$ cat src/rtl/des_iter_ctrl.sv
// des_iter_ctrl: iterative DES sequencer, one Feistel round per clock through an external f-function
// Ports: clk, rst (sync, active-high); start, enc_dec, in, key request one block;
//   f_r, f_k feed the external f-function and f_out returns its result in the same cycle;
//   busy while rounds run, done pulses when out is updated, key_err pulses on a parity reject.
// Optional feature: define DES_KEY_PARITY_EN to reject keys whose bytes lack odd parity.
module des_iter_ctrl (
  input  logic        clk,
  input  logic        rst,
  input  logic        start,
  input  logic        enc_dec,
  input  logic [1:64] in,
  input  logic [1:64] key,
  output logic [1:32] f_r,
  output logic [1:48] f_k,
  input  logic [1:32] f_out,
  output logic        busy,
  output logic        done,
  output logic [1:64] out,
  output logic        key_err
);
  localparam int ip_t [1:64] = '{
    58, 50, 42, 34, 26, 18, 10, 2,
    60, 52, 44, 36, 28, 20, 12, 4,
    62, 54, 46, 38, 30, 22, 14, 6,
    64, 56, 48, 40, 32, 24, 16, 8,
    57, 49, 41, 33, 25, 17, 9, 1,
    59, 51, 43, 35, 27, 19, 11, 3,
    61, 53, 45, 37, 29, 21, 13, 5,
    63, 55, 47, 39, 31, 23, 15, 7};
  localparam int fp_t [1:64] = '{
    40, 8, 48, 16, 56, 24, 64, 32,
    39, 7, 47, 15, 55, 23, 63, 31,
    38, 6, 46, 14, 54, 22, 62, 30,
    37, 5, 45, 13, 53, 21, 61, 29,
    36, 4, 44, 12, 52, 20, 60, 28,
    35, 3, 43, 11, 51, 19, 59, 27,
    34, 2, 42, 10, 50, 18, 58, 26,
    33, 1, 41, 9, 49, 17, 57, 25};
  localparam int pc1_t [1:56] = '{
    57, 49, 41, 33, 25, 17, 9,
    1, 58, 50, 42, 34, 26, 18,
    10, 2, 59, 51, 43, 35, 27,
    19, 11, 3, 60, 52, 44, 36,
    63, 55, 47, 39, 31, 23, 15,
    7, 62, 54, 46, 38, 30, 22,
    14, 6, 61, 53, 45, 37, 29,
    21, 13, 5, 28, 20, 12, 4};
  localparam int pc2_t [1:48] = '{
    14, 17, 11, 24, 1, 5,
    3, 28, 15, 6, 21, 10,
    23, 19, 12, 4, 26, 8,
    16, 7, 27, 20, 13, 2,
    41, 52, 31, 37, 47, 55,
    30, 40, 51, 45, 33, 48,
    44, 49, 39, 56, 34, 53,
    46, 42, 50, 36, 29, 32};
  function automatic logic [1:64] ip(input logic [1:64] x);
    logic [1:64] y;
    for (int i = 1; i <= 64; i++) y[i] = x[ip_t[i]];
    return y;
  endfunction
  function automatic logic [1:64] fp(input logic [1:64] x);
    logic [1:64] y;
    for (int i = 1; i <= 64; i++) y[i] = x[fp_t[i]];
    return y;
  endfunction
  function automatic logic [1:56] pc1(input logic [1:64] x);
    logic [1:56] y;
    for (int i = 1; i <= 56; i++) y[i] = x[pc1_t[i]];
    return y;
  endfunction
  function automatic logic [1:48] pc2(input logic [1:56] x);
    logic [1:48] y;
    for (int i = 1; i <= 48; i++) y[i] = x[pc2_t[i]];
    return y;
  endfunction
  function automatic logic [1:28] r28(input logic [1:28] x, input logic left, input logic two);
    return left ? (two ? {x[3:28], x[1:2]} : {x[2:28], x[1]})
                : (two ? {x[27:28], x[1:26]} : {x[28], x[1:27]});
  endfunction
  typedef enum logic {IDLE, ROUND} state_t;
  state_t      state, nxt;
  logic [4:0]  rnd;
  logic        mode;
  logic [1:32] l, r;
  logic [1:56] cd;
  logic [1:56] pk;
  logic        accept, last, two, key_ok;
  assign pk     = pc1(key);
  assign accept = state == IDLE && start && key_ok;
  assign last   = rnd == 5'd16;
  // the shift that prepares round rnd+1; single shifts precede rounds 2, 9 and 16
  assign two    = !(rnd == 5'd1 || rnd == 5'd8 || rnd == 5'd15);
  always_ff @(posedge clk)
    state <= rst ? IDLE : nxt;
  always_comb
    nxt = state == IDLE ? (accept ? ROUND : IDLE) : (last ? IDLE : ROUND);
  always_comb begin
    busy = state == ROUND;
    f_r  = r;
    f_k  = pc2(cd);
  end
  // cd holds the already-rotated {C',D'} of the round in progress, so f_k is wiring off a register
  always_ff @(posedge clk)
    if (rst) begin
      rnd  <= '0;
      mode <= 1'b0;
      l    <= '0;
      r    <= '0;
      cd   <= '0;
      out  <= '0;
      done <= 1'b0;
    end else begin
      done <= busy && last;
      if (accept) begin
        {l, r} <= ip(in);
        cd     <= enc_dec ? {r28(pk[1:28], 1'b1, 1'b0), r28(pk[29:56], 1'b1, 1'b0)} : pk;
        mode   <= enc_dec;
        rnd    <= 5'd1;
      end else if (busy) begin
        l   <= r;
        r   <= l ^ f_out;
        cd  <= {r28(cd[1:28], mode, two), r28(cd[29:56], mode, two)};
        rnd <= rnd + 5'd1;
        if (last) out <= fp({l ^ f_out, r});
      end
    end
`ifdef DES_KEY_PARITY_EN
  always_comb begin
    key_ok = 1'b1;
    for (int b = 0; b < 8; b++) key_ok = key_ok & (^key[8*b+1 +: 8]);
  end
  always_ff @(posedge clk)
    key_err <= rst ? 1'b0 : state == IDLE && start && !key_ok;
`else
  logic unused_parity;
  assign unused_parity = ^{key[8], key[16], key[24], key[32], key[40], key[48], key[56], key[64]};
  assign key_ok  = 1'b1;
  assign key_err = 1'b0;
`endif
endmodule

$ cat config.mk
export PLATFORM = sky130hd
export DESIGN_NAME = des_iter_ctrl
export DESIGN_NICKNAME = d
export VERILOG_FILES = /design/src/rtl/des_iter_ctrl.sv
export SDC_FILE = /design/constraint.sdc
export NUM_CORES = 1
export LEC_CHECK = 0
export ABC_AREA = 1
export BUFFER_PORTS_ARGS = -buffer_cell sky130_fd_sc_hd__buf_4
export CORE_MARGIN = 2
export CORE_UTILIZATION = 35
export CTS_BUF_LIST = sky130_fd_sc_hd__clkbuf_4
export CTS_CLUSTER_DIAMETER = 120
export DETAILED_ROUTE_END_ITERATION = 8
export PLACE_DENSITY_LB_ADDON = 0.1
export REMOVE_ABC_BUFFERS = 1
export SETUP_SLACK_MARGIN = 0.02
export SLEW_MARGIN = 20
export SYNTH_ARGS = -nofsm -noshare
export SYNTH_HDL_FRONTEND = slang
export SYNTH_SLANG_ARGS = --single-unit
$ cat constraint.sdc
create_clock -name clk -period 3.9 [get_ports clk]
set_input_delay 0.39 -clock clk [delete_from_list [all_inputs] [get_ports clk]]
set_output_delay 0.39 -clock clk [all_outputs]
set_load 0.005 [all_outputs]
; ---- After elaboration in Yosys (flattened, before gate mapping)
; Index checks and enable logic that the tools add are counted.
; W data, S select, Z words.
[word_totals]
elab_cells = 42
reg_bits = 192
inputBits = 164
[classes]
n_mux = 18
n_eq_ne = 4
add_sub_neg = 1
n_reduce_logical = 7
bitwise = 3
[op_table]
columns = cell, count
row1 = $mux W28, 6
row2 = $mux W56, 3
row3 = $mux W32, 4
row4 = $xor A32 B32 Y32, 1
row5 = $eq A5 B4 Y1 const B, 2
row6 = $add A5 B1 Y5 const B, 1
row7 = $eq A5 B1 Y1 const B, 1
row8 = $eq A5 B5 Y1 const B, 1
row9 = $mux W1, 5
row10 = $reduce_and A3 Y1, 1
row11 = $logic_and A1 B1 Y1, 2
row12 = $logic_or A1 B1 Y1, 2
row13 = $not A1 Y1, 2
row14 = $reduce_bool A2 Y1, 1
row15 = $reduce_or A2 Y1, 1

; ---- Depth between registers and ports, before layout
; Gate-level depths: netlist (run 1).
[depth]
depth_word = 7
depth_mapped = 13

; ---- Worst setup path before layout (run 1)
; No wires, ideal clock.
[synth_timing]
path_kind = register to register
from = register rnd[0]
to = register cd[28] (netlist bit)
n_path_buf = 2
arrival_time_ns = 1.640
slack_ns = 2.190
setup_ns = 0.070
stages_incl_launch_ff = 12
t_required_ns = 3.830
cell_sequence = dfxtp_1 ha_1 inv_1 nor3_1 ha_1 inv_1 buf_2 buf_2 nand4_1 nand3_1 nand3_1 a21oi_1
[synth_between]
elab_chain_cells = 7
[synth_rtl]
columns = item, line
row1 = "start, declared", 83  ; logic [4:0] rnd;
row2 = "start signal, assigned", 124  ; rnd <= rnd + 5'd1;
row3 = $eq A5 B1 Y1 / $eq A5 B4 Y1 (equally long branches), 93  ; assign two = !(rnd == 5'd1 || rnd == 5'd8 || rnd == 5'd15);
row4 = $logic_or A1 B1 Y1, 93
row5 = $logic_or A1 B1 Y1 (*), 93
row6 = "$mux W28, on equally long branches", "79, 78"
row7 = $mux W28 (*), 78  ; return left ? (two ? {x[3:28], x[1:2]} : {x[2:28], x[1]})
row8 = $mux W56 (*), 120  ; end else if (busy) begin
row9 = $mux W56 (*), 115  ; if (accept) begin
row10 = "end signal, assigned", 117  ; cd <= enc_dec ? {r28(pk[1:28], 1'b1, 1'b0), r28(pk[29:56], 1'b1, 1'b0)} : pk;
row11 = "end signal, assigned", 123  ; cd <= {r28(cd[1:28], mode, two), r28(cd[29:56], mode, two)};
row12 = "end, declared", 86  ; logic [1:56] cd;
; Every way passes the cells marked *; elsewhere a longest branch is shown, timed or not. The select of a mux whose other input is x is not followed.
; A chain may end at the register's enable or synchronous reset.

; ---- Final worst setup path (run 1)
[layout_timing]
from = register state (netlist: busy)
to = output port busy
[layout_lines]
columns = item, line
row1 = "start, declared", 82  ; state_t state, nxt;
row2 = "start signal, assigned", 95  ; state <= rst ? IDLE : nxt;
row3 = "end, declared", 16  ; output logic busy,
; No word-level cell between the ends.

==> impl_metrics.ini, run 1 <==
[run_status]
status = complete, no violations

[worst_setup_path]
path_cells = buf_4 > buf_4
slowest_stage = dfxtp_4
cp_max_fo = 52
required_ns = 3.51
cp-start-kind = register
end_kind = output port
max_stage_delay_ns = 0.88
critPathKind = reg2out
arrival_ns = 2.13
crit_top_cell = buf_4

[sta]
whs_ns = 0.0484
fin_crit_ns = 2.52
setup_violations = 0
period_share_pct = 64.5
hold_viol_final = 0
worstMarginPinSlew_ns = 1.04
drv_slew = 0
fmax_ghz = 0.398
fin_skew_ns = 0.0397
slew_headroom_pct = 30.3
rsz0062_at_grt = no

[cells_and_area]
drive_gt1_share_pct = 19.9
fillers = 3214
final_area_um2 = 13100
final_cells = 2235
multi_input_area_um2 = 5340
nets = 1998
register_area_um2 = 3850
area_growth_pct = 24.5

[floorplanning]
dieArea_um2 = 31300
rows = 63
die_y_um = 177
start_util_pct = 35.5
io_pins = 311
core-area_um2 = 29600
die_w_um = 177

[detailed_routing]
drtAntennaViolNets = 0
drt_iter0_markers = 649
drc_errors = 0
wl_mm = 36.6
firstDrtPassIters = 5
vias = 11221
wl_per_cell_um = 16.4
routed_via_density = 5.02

[yosys]
ys_seq_elements = 192
yosys_warnings = 0
synth-main-ff-cell = dfxtp_1
seq_area_frac_synth_pct = 36.7
netlist_area_um2 = 10500
synthArstFlopShare_pct = 0
ys_types = 28
syn_avg_cell_area_um2 = 6.40
syn_inst = 1638
synth_edf_count = 0

[grt]
grt_usage_pct = 22.7
grt_max_degree = 91
antenna_found_initial = 2
grt_pass1_wl_mm = 56.6
grt.overflow.total = 0
grt_pass1_vias = 10493

[clock_tree]
clk_latency_ns = 0.60
numCtsBuffers = 17
post_cts_resized = 0
htreeDepth = 4
cts.sinks = 192
ctsHoldBuffers = 17
cts_tree = done
cts_root_buf = clkbuf_4
path_clk_slew_ns = 0.21
clk_path_buf_depth = 2
cts_setup_buffers = 0

[placed_design]
gp_congestion = 0.828
hpwl_mm = 22.9
place_area_um2 = 12500
portBuffers = 301
dp.cells = 2182

[hold_path]
hp-class = in2reg

[power]
powerDensity_nw_per_um2 = 332
p_leak_uw = 0.00648
ir_drop_uv = 223
finalPower_uw = 4330

[flow_run]
drv_cap = 0
[routing by layer]
metal	vias up	GRT usage (%)	wire (um)
li1	5638	-	-
met1	5172	29.6	16200
met2	367	37.7	17300
met3	44	3.93	2210
met4	0	7.71	890
met5	-	0	0
[final cells by class]
type,count,share of cell area (%)
multi-input combinational,1164,40.9
sequential,192,29.5
timing repair buffer,338,20.0
tap,390,3.74
inverter,117,3.37
clock inverter,15,1.45
clock buffer,17,0.978
antenna,2,0.0383
[worst max-delay path, delay by kind of cell (launching register included)]
| family | cells | cell delay [ns] |
|---|---|---|
| buffers and inverters | 2 | 0.65 |
| flip-flops | 1 | 0.88 |
[final timing paths]
check / slack (ns) / endpoint / start / cells past startpoint
hold reg to reg: 0.49 / out[44] / out[44] / 2
setup / recovery: 1.38 / busy / busy / 2
hold / removal: 0.05 / out[8] / f_out[32] / 4
setup reg to reg: 1.44 / cd[3] / rnd[1] / 10
[report_power, final]
part | internal [uW] | leakage, uW | switching [uW]
sequential | 2070 | 0.00157 | 113
combinational | 419 | 0.00474 | 549
clock | 311 | 0.000164 | 868
total | 2800 | 0.00648 | 1530
[sequential cells by signal (all words and copies together), names as in the netlist]
register / count
mode: 1
busy: 1
rnd: 5
done: 1
l: 32
out: 64
f_r: 32
cd: 56
[kinds of logic (layout without fill, tap and decap cells)]
family | after synthesis | count (layout) | share of synthesized area, %
simple gates | 891 | 891 | 35.4
buf+inv | 282 | 487 | 12.5
compound gates | 236 | 236 | 12.1
flops | 192 | 192 | 36.7
xor+xnor | 32 | 32 | 2.67
fa+ha+maj | 4 | 4 | 0.478
other cells | 1 | 3 | 0.0358
[synthesized netlist by cell type, types with 2 or more instances]
library cell / n / area share [%]
nand2_1: 598 / 21
dfxtp_1: 192 / 37
nand3_1: 187 / 8.9
inv_1: 111 / 4.0
a21oi_1: 98 / 4.7
o21ai_0: 73 / 3.5
nor2_1: 55 / 2.0
buf_4: 53 / 3.8
buf_2: 45 / 2.1
nand4_1: 40 / 2.4
clkbuf_1: 39 / 1.4
xor2_1: 32 / 2.7
buf_1: 27 / 0.97
a31oi_1: 25 / 1.5
o211ai_1: 22 / 1.6
o21ai_1: 16 / 0.76
inv_2: 5 / 0.18
ha_1: 4 / 0.48
nor3_1: 4 / 0.19
a211oi_1: 2 / 0.14
nand3_2: 2 / 0.19
nor2_2: 2 / 0.12
[through the flow]
stage / setup WS (ns) / utilization (%) / setup TNS, ns
floorplan: -1.53 / - / -146.98
global placement: 1.52 / 42.4 / 0
detailed placement: 1.51 / 42.4 / 0
CTS: 1.33 / 44.1 / 0
global route: 1.19 / 44.2 / 0
finish: 1.38 / 44.2 / 0
[cells in the final DEF, fill, tap and decap left out, types with 2 or more instances in the layout]
master and count:
nand2_1 598, buf_4 317, dfxtp_1 191, nand3_1 187, inv_1 109, a21oi_1 98, o21ai_0 73, nor2_1 52
nand4_1 40, xor2_1 32, a31oi_1 25, o211ai_1 22, dlygate4sd3_1 19, clkbuf_4 17, o21ai_1 16, clkinv_8 6
inv_2 5, nor3_1 4, ha_1 4, nor2_4 3, clkinv_1 3, inv_6 3, diode_2 2, nand3_2 2
nor2_2 2, a211oi_1 2, clkinv_4 2, inv_12 2, buf_12 2
No activity file was read; power rests on OpenSTA's default activity.
==> run 2: changes to the inputs <==
--- a/config.mk
+++ b/config.mk
@@ -5,7 +5,7 @@
 export SDC_FILE = /design/constraint.sdc
 export NUM_CORES = 1
 export LEC_CHECK = 0
-export ABC_AREA = 1
+export ABC_AREA = 0
 export BUFFER_PORTS_ARGS = -buffer_cell sky130_fd_sc_hd__buf_4
 export CORE_MARGIN = 2
 export CORE_UTILIZATION = 35
==> constraint.sdc (replaced) <==
create_clock -name clk -period 2.4 [get_ports clk]
set_input_delay 0.24 -clock clk [delete_from_list [all_inputs] [get_ports clk]]
set_output_delay 0.24 -clock clk [all_outputs]
set_load 0.005 [all_outputs]
==> run 2 against run 1 <==
Count of clock-buffer cells in the layout up 2. Synthesized area shrank 3.7%. Synthesized cell count is 21% lower. Total power up 70%. Critical endpoint is now cd[32]. Largest cell class unchanged.
==> impl_metrics.ini, run 2 <==
[yosys]
yosys.area.top_type = dfxtp_1
synthArstFlopShare_pct = 0
syn_inst = 1290
synth_top_area_share_pct = 38.1
netlist_area_um2 = 10100
ys_top_cells_by_area = dfxtp_1 (38%), a21oi_1 (9.2%), mux2i_1 (8.7%)
synth_edf_count = 0
synth.most_common_cell = nor2_1
ys_top_cells_by_count = nor2_1 (216), dfxtp_1 (192), a21oi_1 (186)
synth-main-ff-cell = dfxtp_1
syn_avg_cell_area_um2 = 7.83
ys_types = 34
yosys_warnings = 0
seq_area_frac_synth_pct = 38.1
ys_seq_elements = 192

[power]
p_int_uw = 5120
power_frac_comb_pct = 23.2
p_seq_share_pct = 48.8
ir_drop_uv = 246
p_leak_uw = 0.00563
switching_share_pct = 30.6
powerDensity_nw_per_um2 = 540
p_clk_share_pct = 28.1
p_switching_uw = 2260

[cells_and_area]
reg.largest.list = out x64, cd x56
nets = 1739
layout_common_cells = buf_4 (310), nor2_1 (216), dfxtp_1 (190)
area_growth_pct = 35.2
largest_register_ffs = 64
final_core_utilization_pct = 47.8
fillers = 2907
drive_gt1_share_pct = 23.1
final_common_cell = buf_4
max_flop_register = out
final_cells = 1969

[worst_setup_path]
end_kind = register
cp-start-kind = register
arrival_ns = 2.74
cp_max_fo = 15
critPathKind = reg2reg
required_ns = 2.95

[placed_design]
dp_slack_ns = 0.153
gp_congestion = 0.821
hpwl_mm = 21.7
dp.cells = 1839
portBuffers = 301

[clock_tree]
cts_root_buf = clkbuf_4
numCtsBuffers = 17
cts_setup_buffers = 0
htreeDepth = 4
cts.sinks = 192
clk_path_buf_depth = 2
cts_tree = done
clk_latency_ns = 0.62
path_clk_slew_ns = 0.17

[grt]
grt_pass1_wl_mm = 52.2
grt_pass1_vias = 9619
grt.overflow.total = 0
grt_usage_pct = 21.2
grt_max_degree = 96
antenna_found_initial = 2

[detailed_routing]
firstDrtPassIters = 5
wl_per_cell_um = 16.7
wl_mm = 32.8
drtAntennaViolNets = 0
routed_via_density = 5.06
drt_iter0_markers = 649
vias = 9961
drc_errors = 0

[run_status]
status = complete, no violations

[floorplanning]
rows = 62
dieArea_um2 = 30200
die_y_um = 174
io_pins = 311
core-area_um2 = 28500
start_util_pct = 35.4
die_w_um = 174

[sta]
period_share_pct = 91.2
worstMarginPinSlew_ns = 0.551
whs_ns = 0.0547
fin_skew_ns = 0.0376
slew_headroom_pct = 63.2
fmax_ghz = 0.457
fin_crit_ns = 2.19
drv_slew = 0
hold_viol_final = 0
finalWorstSetupSlack_ns = 0.211
rsz0062_at_grt = no
setup_violations = 0

[hold_path]
hp-class = in2reg

[flow_run]
drv_cap = 0
==> run 2: cell types whose count changed after synthesis, sizes merged, moves of 40 or more <==
| cell | change |
|---|---|
| nand2 | -421 |
| nand3 | -188 |
| nor2 | +159 |
| inv | -113 |
| a211oi | +96 |
| a21oi | +89 |
| o21ai | -89 |
| mux2i | +88 |
| buf | -44 |
| nand4 | -40 |
==> run 2: final cells by class <==
type,count,area (um^2),share of cell area (%)
multi-input combinational,935,5410,39.6
sequential,192,3850,28.2
timing repair buffer,422,3570,26.2
tap,384,480,3.52
clock inverter,12,180,1.32
clock buffer,19,143,1.04
inverter,3,11.3,0.0825
antenna,2,5.00,0.0367
==> run 2: worst paths after layout <==
kind,from,endpoint,slack [ns],cells after the start
min reg2reg,out[15],out[15],0.47,2
min,key[33],cd[4],0.05,4
max reg2reg,rnd[0],cd[32],0.21,8
max,rnd[0],cd[32],0.21,8
==> run 2: routing by layer <==
metal  GRT usage (%)  part of all wire (%)  vias up
met1            29.3                    48     4633
met5               0                     0        -
met4            4.62                  0.72        0
met3            4.28                   5.8       17
li1                -                     -     5019
met2            34.2                    46      292
==> run 2: metrics by stage <==
step                cell area, um^2  TNS, ns  total power [uW]
floorplan                      9260  -484.70              4400
global placement              12300        0              5230
detailed placement            12300        0              5240
CTS                           13600        0              7460
global route                  13700        0              7780
finish                        13700        0              7380
==> run 2: power by group through the flow <==
stage | clock [uW] | sequential, uW | combinational (uW)
3_5_place_dp | 0 | 3660 | 1580
4_1_cts | 2150 | 3600 | 1720
2_1_floorplan | 0 | 3650 | 743
6_report | 2070 | 3600 | 1710
5_1_grt | 2260 | 3630 | 1890
3_3_place_gp | 0 | 3670 | 1570
==> run 2: timing repair <==
| action | 4_1_cts | 5_1_grt |
|---|---|---|
| setup endpoints to repair | 0 | 3 |
| endpoints found under the hold margin | 101 | 0 |
| resized for setup | 0 | 2 |
| hold buffers | 97 | 0 |
==> run 2: kinds of logic after synthesis <==
family,share of synthesized area [%]
AO/OA/AOI/OAI,23.4
flip-flops,38.1
adder cells (fa/ha/maj),0.496
XOR/XNOR,2.95
AND/OR/NAND/NOR,17.6
other,0.0371
buffers and inverters,8.40
multiplexers,9.10
==> run 2: worst max-delay path: stages, from the launching register on <==
cell	delay, ns
dfxtp_2	0.38
ha_1	0.22
and3_1	0.19
ha_1	0.22
a21oi_4	0.27
buf_4	0.27
nand2_1	0.09
a311o_1	0.36
a31oi_1	0.14
